==> src/rtl/clic_irq_bridge.sv <==
`default_nettype none
// ============================================================================
// Module      : clic_irq_bridge
// Description : Core-side handshake controller for one CLIC target. Registers
//               the offered interrupt and presents it to the hart as a level
//               request with sideband fields. A hart ack whose id matches the
//               presented id completes the target handshake. A target kill
//               request withdraws the offer. An ack that does not complete a
//               handshake is reported on ack_err_o in the following cycle.
// Ports       : clk_i, rst_i (async, active-high)
//               irq_* : target offer, ready and kill handshake
//               irq_en_i : hart global enable, gates core_irq_o only
//               core_* : level request, sideband fields, hart ack
//               ack_err_o : one-cycle pulse on an invalid ack
// Revision    : 1.0 - initial release
// ============================================================================
module clic_irq_bridge #(
  parameter int unsigned SrcWidth  = 8,
  parameter int unsigned PrioWidth = 8,
  parameter int unsigned ModeWidth = 2,
  parameter int unsigned VsidWidth = 6
) (
  input  logic                 clk_i,
  input  logic                 rst_i,
  input  logic                 irq_valid_i,
  output logic                 irq_ready_o,
  input  logic [SrcWidth-1:0]  irq_id_i,
  input  logic [PrioWidth-1:0] irq_max_i,
  input  logic [ModeWidth-1:0] irq_mode_i,
  input  logic [VsidWidth-1:0] irq_vsid_i,
  input  logic                 irq_v_i,
  input  logic                 irq_shv_i,
  input  logic                 irq_kill_req_i,
  output logic                 irq_kill_ack_o,
  input  logic                 irq_en_i,
  output logic                 core_irq_o,
  output logic [SrcWidth-1:0]  core_irq_id_o,
  output logic [PrioWidth-1:0] core_irq_level_o,
  output logic [ModeWidth-1:0] core_irq_mode_o,
  output logic [VsidWidth-1:0] core_irq_vsid_o,
  output logic                 core_irq_v_o,
  output logic                 core_irq_shv_o,
  input  logic                 core_ack_i,
  input  logic [SrcWidth-1:0]  core_ack_id_i,
  output logic                 ack_err_o
);

  localparam logic [0:0] IDLE = 1'b0;
  localparam logic [0:0] PEND = 1'b1;

  logic [0:0]           r_state;
  logic [0:0]           w_state_nxt;
  logic                 w_latch;
  logic                 w_err_nxt;
  logic                 w_ready;
  logic                 w_kill_ack;
  logic                 w_ack_match;

  logic [SrcWidth-1:0]  r_id;
  logic [PrioWidth-1:0] r_level;
  logic [ModeWidth-1:0] r_mode;
  logic [VsidWidth-1:0] r_vsid;
  logic                 r_v;
  logic                 r_shv;
  logic                 r_ack_err;

  // The ack must name the id the hart was actually shown, not the id
  // currently on the target bus (which may have been retargeted this cycle).
  assign w_ack_match = core_ack_i && (core_ack_id_i == r_id);

  always_comb begin
    w_state_nxt = r_state;
    w_latch     = 1'b0;
    w_err_nxt   = 1'b0;
    w_ready     = 1'b0;
    w_kill_ack  = 1'b0;
    case (r_state)
      IDLE: begin
        // Nothing is presented, so any ack here is spurious.
        w_err_nxt = core_ack_i;
        if (irq_valid_i) begin
          w_latch     = 1'b1;
          w_state_nxt = PEND;
        end
      end
      PEND: begin
        if (!irq_valid_i) begin
          // Offer withdrawn: an ack in the same cycle cannot complete.
          w_state_nxt = IDLE;
          w_err_nxt   = core_ack_i;
        end else if (w_ack_match) begin
          // Ack wins over a simultaneous kill request.
          w_ready     = 1'b1;
          w_state_nxt = IDLE;
        end else begin
          w_err_nxt = core_ack_i;
          if (irq_kill_req_i) begin
            w_kill_ack  = 1'b1;
            w_state_nxt = IDLE;
          end else if (!core_ack_i) begin
            // Quiet cycle: follow target retargeting.
            w_latch = 1'b1;
          end
        end
      end
      default: w_state_nxt = IDLE;
    endcase
  end

  always_ff @(posedge clk_i or posedge rst_i) begin
    if (rst_i) begin
      r_state   <= IDLE;
      r_ack_err <= 1'b0;
    end else begin
      r_state   <= w_state_nxt;
      r_ack_err <= w_err_nxt;
    end
  end

  // Fields hold their last value in IDLE; they are only cleared by reset.
  always_ff @(posedge clk_i or posedge rst_i) begin
    if (rst_i) begin
      r_id    <= '0;
      r_level <= '0;
      r_mode  <= '0;
      r_vsid  <= '0;
      r_v     <= 1'b0;
      r_shv   <= 1'b0;
    end else if (w_latch) begin
      r_id    <= irq_id_i;
      r_level <= irq_max_i;
      r_mode  <= irq_mode_i;
      r_vsid  <= irq_vsid_i;
      r_v     <= irq_v_i;
      r_shv   <= irq_shv_i;
    end
  end

  // Derived from the state register so reset removes the request at once.
  assign core_irq_o       = (r_state == PEND) && irq_en_i;
  assign irq_ready_o      = w_ready;
  assign irq_kill_ack_o   = w_kill_ack;
  assign ack_err_o        = r_ack_err;
  assign core_irq_id_o    = r_id;
  assign core_irq_level_o = r_level;
  assign core_irq_mode_o  = r_mode;
  assign core_irq_vsid_o  = r_vsid;
  assign core_irq_v_o     = r_v;
  assign core_irq_shv_o   = r_shv;

endmodule
`default_nettype wire

==> config.mk <==
export PLATFORM = sky130hd
export DESIGN_NAME = clic_irq_bridge
export DESIGN_NICKNAME = d
export VERILOG_FILES = /design/src/rtl/clic_irq_bridge.sv
export SDC_FILE = /design/constraint.sdc
export NUM_CORES = 1
export LEC_CHECK = 0
export BUFFER_PORTS_ARGS = -buffer_cell sky130_fd_sc_hd__clkbuf_2
export CAP_MARGIN = 15
export CORE_AREA = 4 4 58 60
export DETAILED_ROUTE_END_ITERATION = 10
export DIE_AREA = 0 0 62 64
export PLACE_DENSITY = 0.76
export SKIP_CTS_REPAIR_TIMING = 1
export SYNTH_ARGS = -nofsm -noshare
export SYNTH_HDL_FRONTEND = slang
export SYNTH_SLANG_ARGS = --single-unit
==> constraint.sdc <==
create_clock -name clk_i -period 2.2 [get_ports clk_i]
set_input_delay 0.22 -clock clk_i [delete_from_list [all_inputs] [get_ports clk_i]]
set_output_delay 0.22 -clock clk_i [all_outputs]
set_load 0.02 [all_outputs]
; ---- Word level (Yosys, flattened, before mapping)
; Cells that the tools add are included.
[word_totals]
regBits = 28
inputBits = 40
word_cells = 32
[op_classes]
bitwise_logic = 1
n_eq_ne = 1
muxes = 20
reduce_logical = 2
[ops]
columns = operator, n
row1 = $mux 1, 17
row2 = $eq 8x8->1, 1
row3 = $pmux 1 s2, 3
row4 = $logic_and 1x1->1, 2
row5 = $not 1->1, 1

; ---- Longest topological paths before layout
[logic_depth]
depth_word = 5
depth_mapped = 4

; ---- Least setup slack after synthesis
; No wires, ideal clock.
[synth_path]
path_type = register to output
from = register r_id[3] (netlist: core_irq_id_o[3])
to = output irq_ready_o
t_arrival_ns = 1.444
setup_slack_ns = 0.536
path_stages_with_launch = 4
required_time_ns = 1.980
n_path_buf = 0
path_cell_list = dfrtp_1 xor2_1 nor4_1 and4bb_1
[synth_between]
elab_chain_len = 5
[synth_lines]
columns = element, line_no
row1 = from (decl), 59  ; logic [SrcWidth-1:0] r_id;
row2 = from (signal assigned), 130  ; r_id <= irq_id_i;
row3 = $eq 8x8->1, 69  ; assign w_ack_match = core_ack_i && (core_ack_id_i == r_id);
row4 = $logic_and 1x1->1, 69
row5 = $mux 1, 91  ; end else if (w_ack_match) begin
row6 = $mux 1, 87  ; if (!irq_valid_i) begin
row7 = $mux 1, 77  ; case (r_state)
row8 = to (decl), 26  ; output logic irq_ready_o,
; Every way passes these cells.

; ---- Final worst setup path
; Same ends and word-level chain as after synthesis.

==> key figures <==
Clock network
  – CTS H-tree depth: 1
  – Clk slew on worst S/H paths: 0.16 ns
  – CTS tree: built
  – CTS root buffer: clkbuf_4
  – Maximum clock path buffer count: 2
  – Worst skew pair latency: 0.33 ns
  – CTS buffer count: 3
  – CTS Sinks: 28

Timing
  – Worst-margin pin slew: 0.583 ns
  – Worst slew margin: 61.0%
  – Final worst-path cycle share: 91.6%
  – Setup total negative slack: 0 ns
  – Layout Skew: 0.00555 ns
  – Fin. max-slew vios: 0
  – RSZ-0062 raised after global routing: false
  – Final Hold Vio Count: 0
  – Min Tclk post-route: 2.01 ns
  – FMAX: 0.496 GHz
  – Final setup vio count: 0

Worst setup path
  – Setup CP Type: reg2out
  – Critical Path AT: 1.79 ns
  – R2r setup slk: 0.66 ns
  – WP data required: 1.98 ns
  – Max FO, Critical Path: 4
  – Startpoint types: flop
  – Critical path capture point type: output port

Routing
  – DRT Wirelength: 2700 um
  – Post-route ant nets: 0
  – Via count: 890
  – Number of DRC markers in iteration 0: 26
  – Drt drc: 0
  – Router iterations before antenna repair: 2
  – WL/cell: 14.6 um
  – Vias per inst: 4.81

Run status
  – Run status: finished, final reports clean

Yosys
  – Yosys cell types: 14
  – Syn_area_per_cell: 14.8 um2
  – Ys Warns: 0
  – Mapped Area: 0.00117 mm2
  – Post-synth top area share: 60.0%
  – Post-synthesis net count: 119
  – Yosys reg bits: 28
  – Share of the yosys chip area belonging to registers: 60.0%
  – Post-Synthesis Cells: 79
  – Synth top area cells: dfrtp_1, mux2_2, xor2_1
  – Area leader, netlist: dfrtp_1

Floorplan
  – Core ar.: 0.00293 mm2
  – Rows: 20
  – Die H: 64 um
  – IO Count: 70
  – Starting Density: 39.9%
  – Die area: 0.00397 mm2
  – Die X: 62 um

Placed design
  – Placer Congestion: 0.715
  – PortBufs: 69
  – DP Wirelength: 2080 um

GRT
  – Vias in the first global route: 897
  – Initial antenna violation count: 0
  – GRT Total Usage: 14.2%
  – First-pass GRT wire length: 4100 um
  – Overflow after GRT: 0
  – Largest net degree at the start of global routing: 29

Cells and area
  – Most frequent cells in the layout: clkbuf_2, dfrtp_1, mux2_2, xor2_1
  – Area grow syn2layout: 37.5%
  – Commonest non-fill, non-tap cell in the layout: clkbuf_2
  – Final nets: 193
  – Layout cells sized above 1: 67.8%
  – Area of the multi-input gates: 458 um2
  – Filler Cell Count: 270
  – Antenna cells: 0
  – Register area: 701 um2

Power
  – Peak supply drop: 0.000521 V
  – Design Power: 0.00125 W
  – Pwr/cell area: 776 mW/mm2
  – Lkg Pwr: 0.825 nW

Worst hold path
  – Hold/Removal Path Class: in2reg

Job
  – Max_cap viols: 0
==> worst max-delay path, cell delays in order (launching register included) <==
cell and delay, ns:
dfrtp_1 0.43, xor2_1 0.18, nor4_2 0.45, and4bb_1 0.25, clkbuf_2 0.16
==> per-layer routing <==
layer	part of all wire, %	up-vias	routed length (um)	global-route usage (%)
met5	0	-	0	0
met1	36	424	974	15.7
met2	54	38	1450	24.0
met4	1.3	0	34	6.37
li1	-	424	-	-
met3	8.9	4	239	4.24
==> area by class of cell <==
type	instances	area share (%)
tap	33	2.57
timing repair buffer	71	22.6
multi-input combinational	47	28.5
sequential	28	43.6
clock buffer	4	2.26
inverter	2	0.467
==> stage by stage <==
stage               cell area [um2]  worst slack (ns)  hold WS (ns)  instances  util [%]
floorplan                      1170             0.536         0.285         79         -
global placement               1550             0.482         0.278        180      52.9
detailed placement             1550             0.414         0.283        180      52.9
CTS                            1580            0.0191       -0.0976        184      54.1
global route                   1610            0.0429        0.0859        185      54.9
finish                         1610             0.186         0.101        185      54.9
==> cells by family (layout without fill, tap and decap cells) <==
| group | after synthesis | count (layout) | synth area share (%) |
|---|---|---|---|
| flops | 28 | 28 | 60.0 |
| compound gates | 4 | 4 | 2.46 |
| simple gates | 9 | 9 | 4.60 |
| buf+inv | 4 | 77 | 1.93 |
| xor+xnor | 8 | 8 | 6.00 |
| mux | 26 | 26 | 25.1 |
==> worst paths after layout <==
| kind | startpoint | to | cells after the start |
|---|---|---|---|
| worst max-delay path | core_irq_id_o[3] | irq_ready_o | 4 |
| worst min-delay path | irq_max_i[5] | core_irq_level_o[5] | 2 |
| worst max register to register | r_state | core_irq_vsid_o[3] | 3 |
| worst min register to register | core_irq_level_o[1] | core_irq_level_o[1] | 1 |
| max in group asynchronous | rst_i | r_state | 4 |
| min in group asynchronous | rst_i | core_irq_mode_o[1] | 4 |
==> registers in the layout (all words and copies together), names as in the netlist <==
name,flops
core_irq_vsid_o,6
core_irq_id_o,8
r_state,1
core_irq_mode_o,2
core_irq_level_o,8
ack_err_o,1
core_irq_v_o,1
core_irq_shv_o,1
==> Yosys cell counts (all sizes together) <==
cell type	number
a31oi	1
a41oi	2
and2	1
and4bb	1
buf	2
dfrtp	28
inv	2
mux2	26
nand2	4
nand3	1
nor4	2
o21ai	1
xor2	8
==> report_power, final <==
part	switching, W	internal, W	leakage, nW
clock network	0.000156	0.000101	0.0210
logic	0.000200	0.000155	0.476
registers	0.0000468	0.000588	0.328
Note: power is estimated with default switching activity, not from simulation.
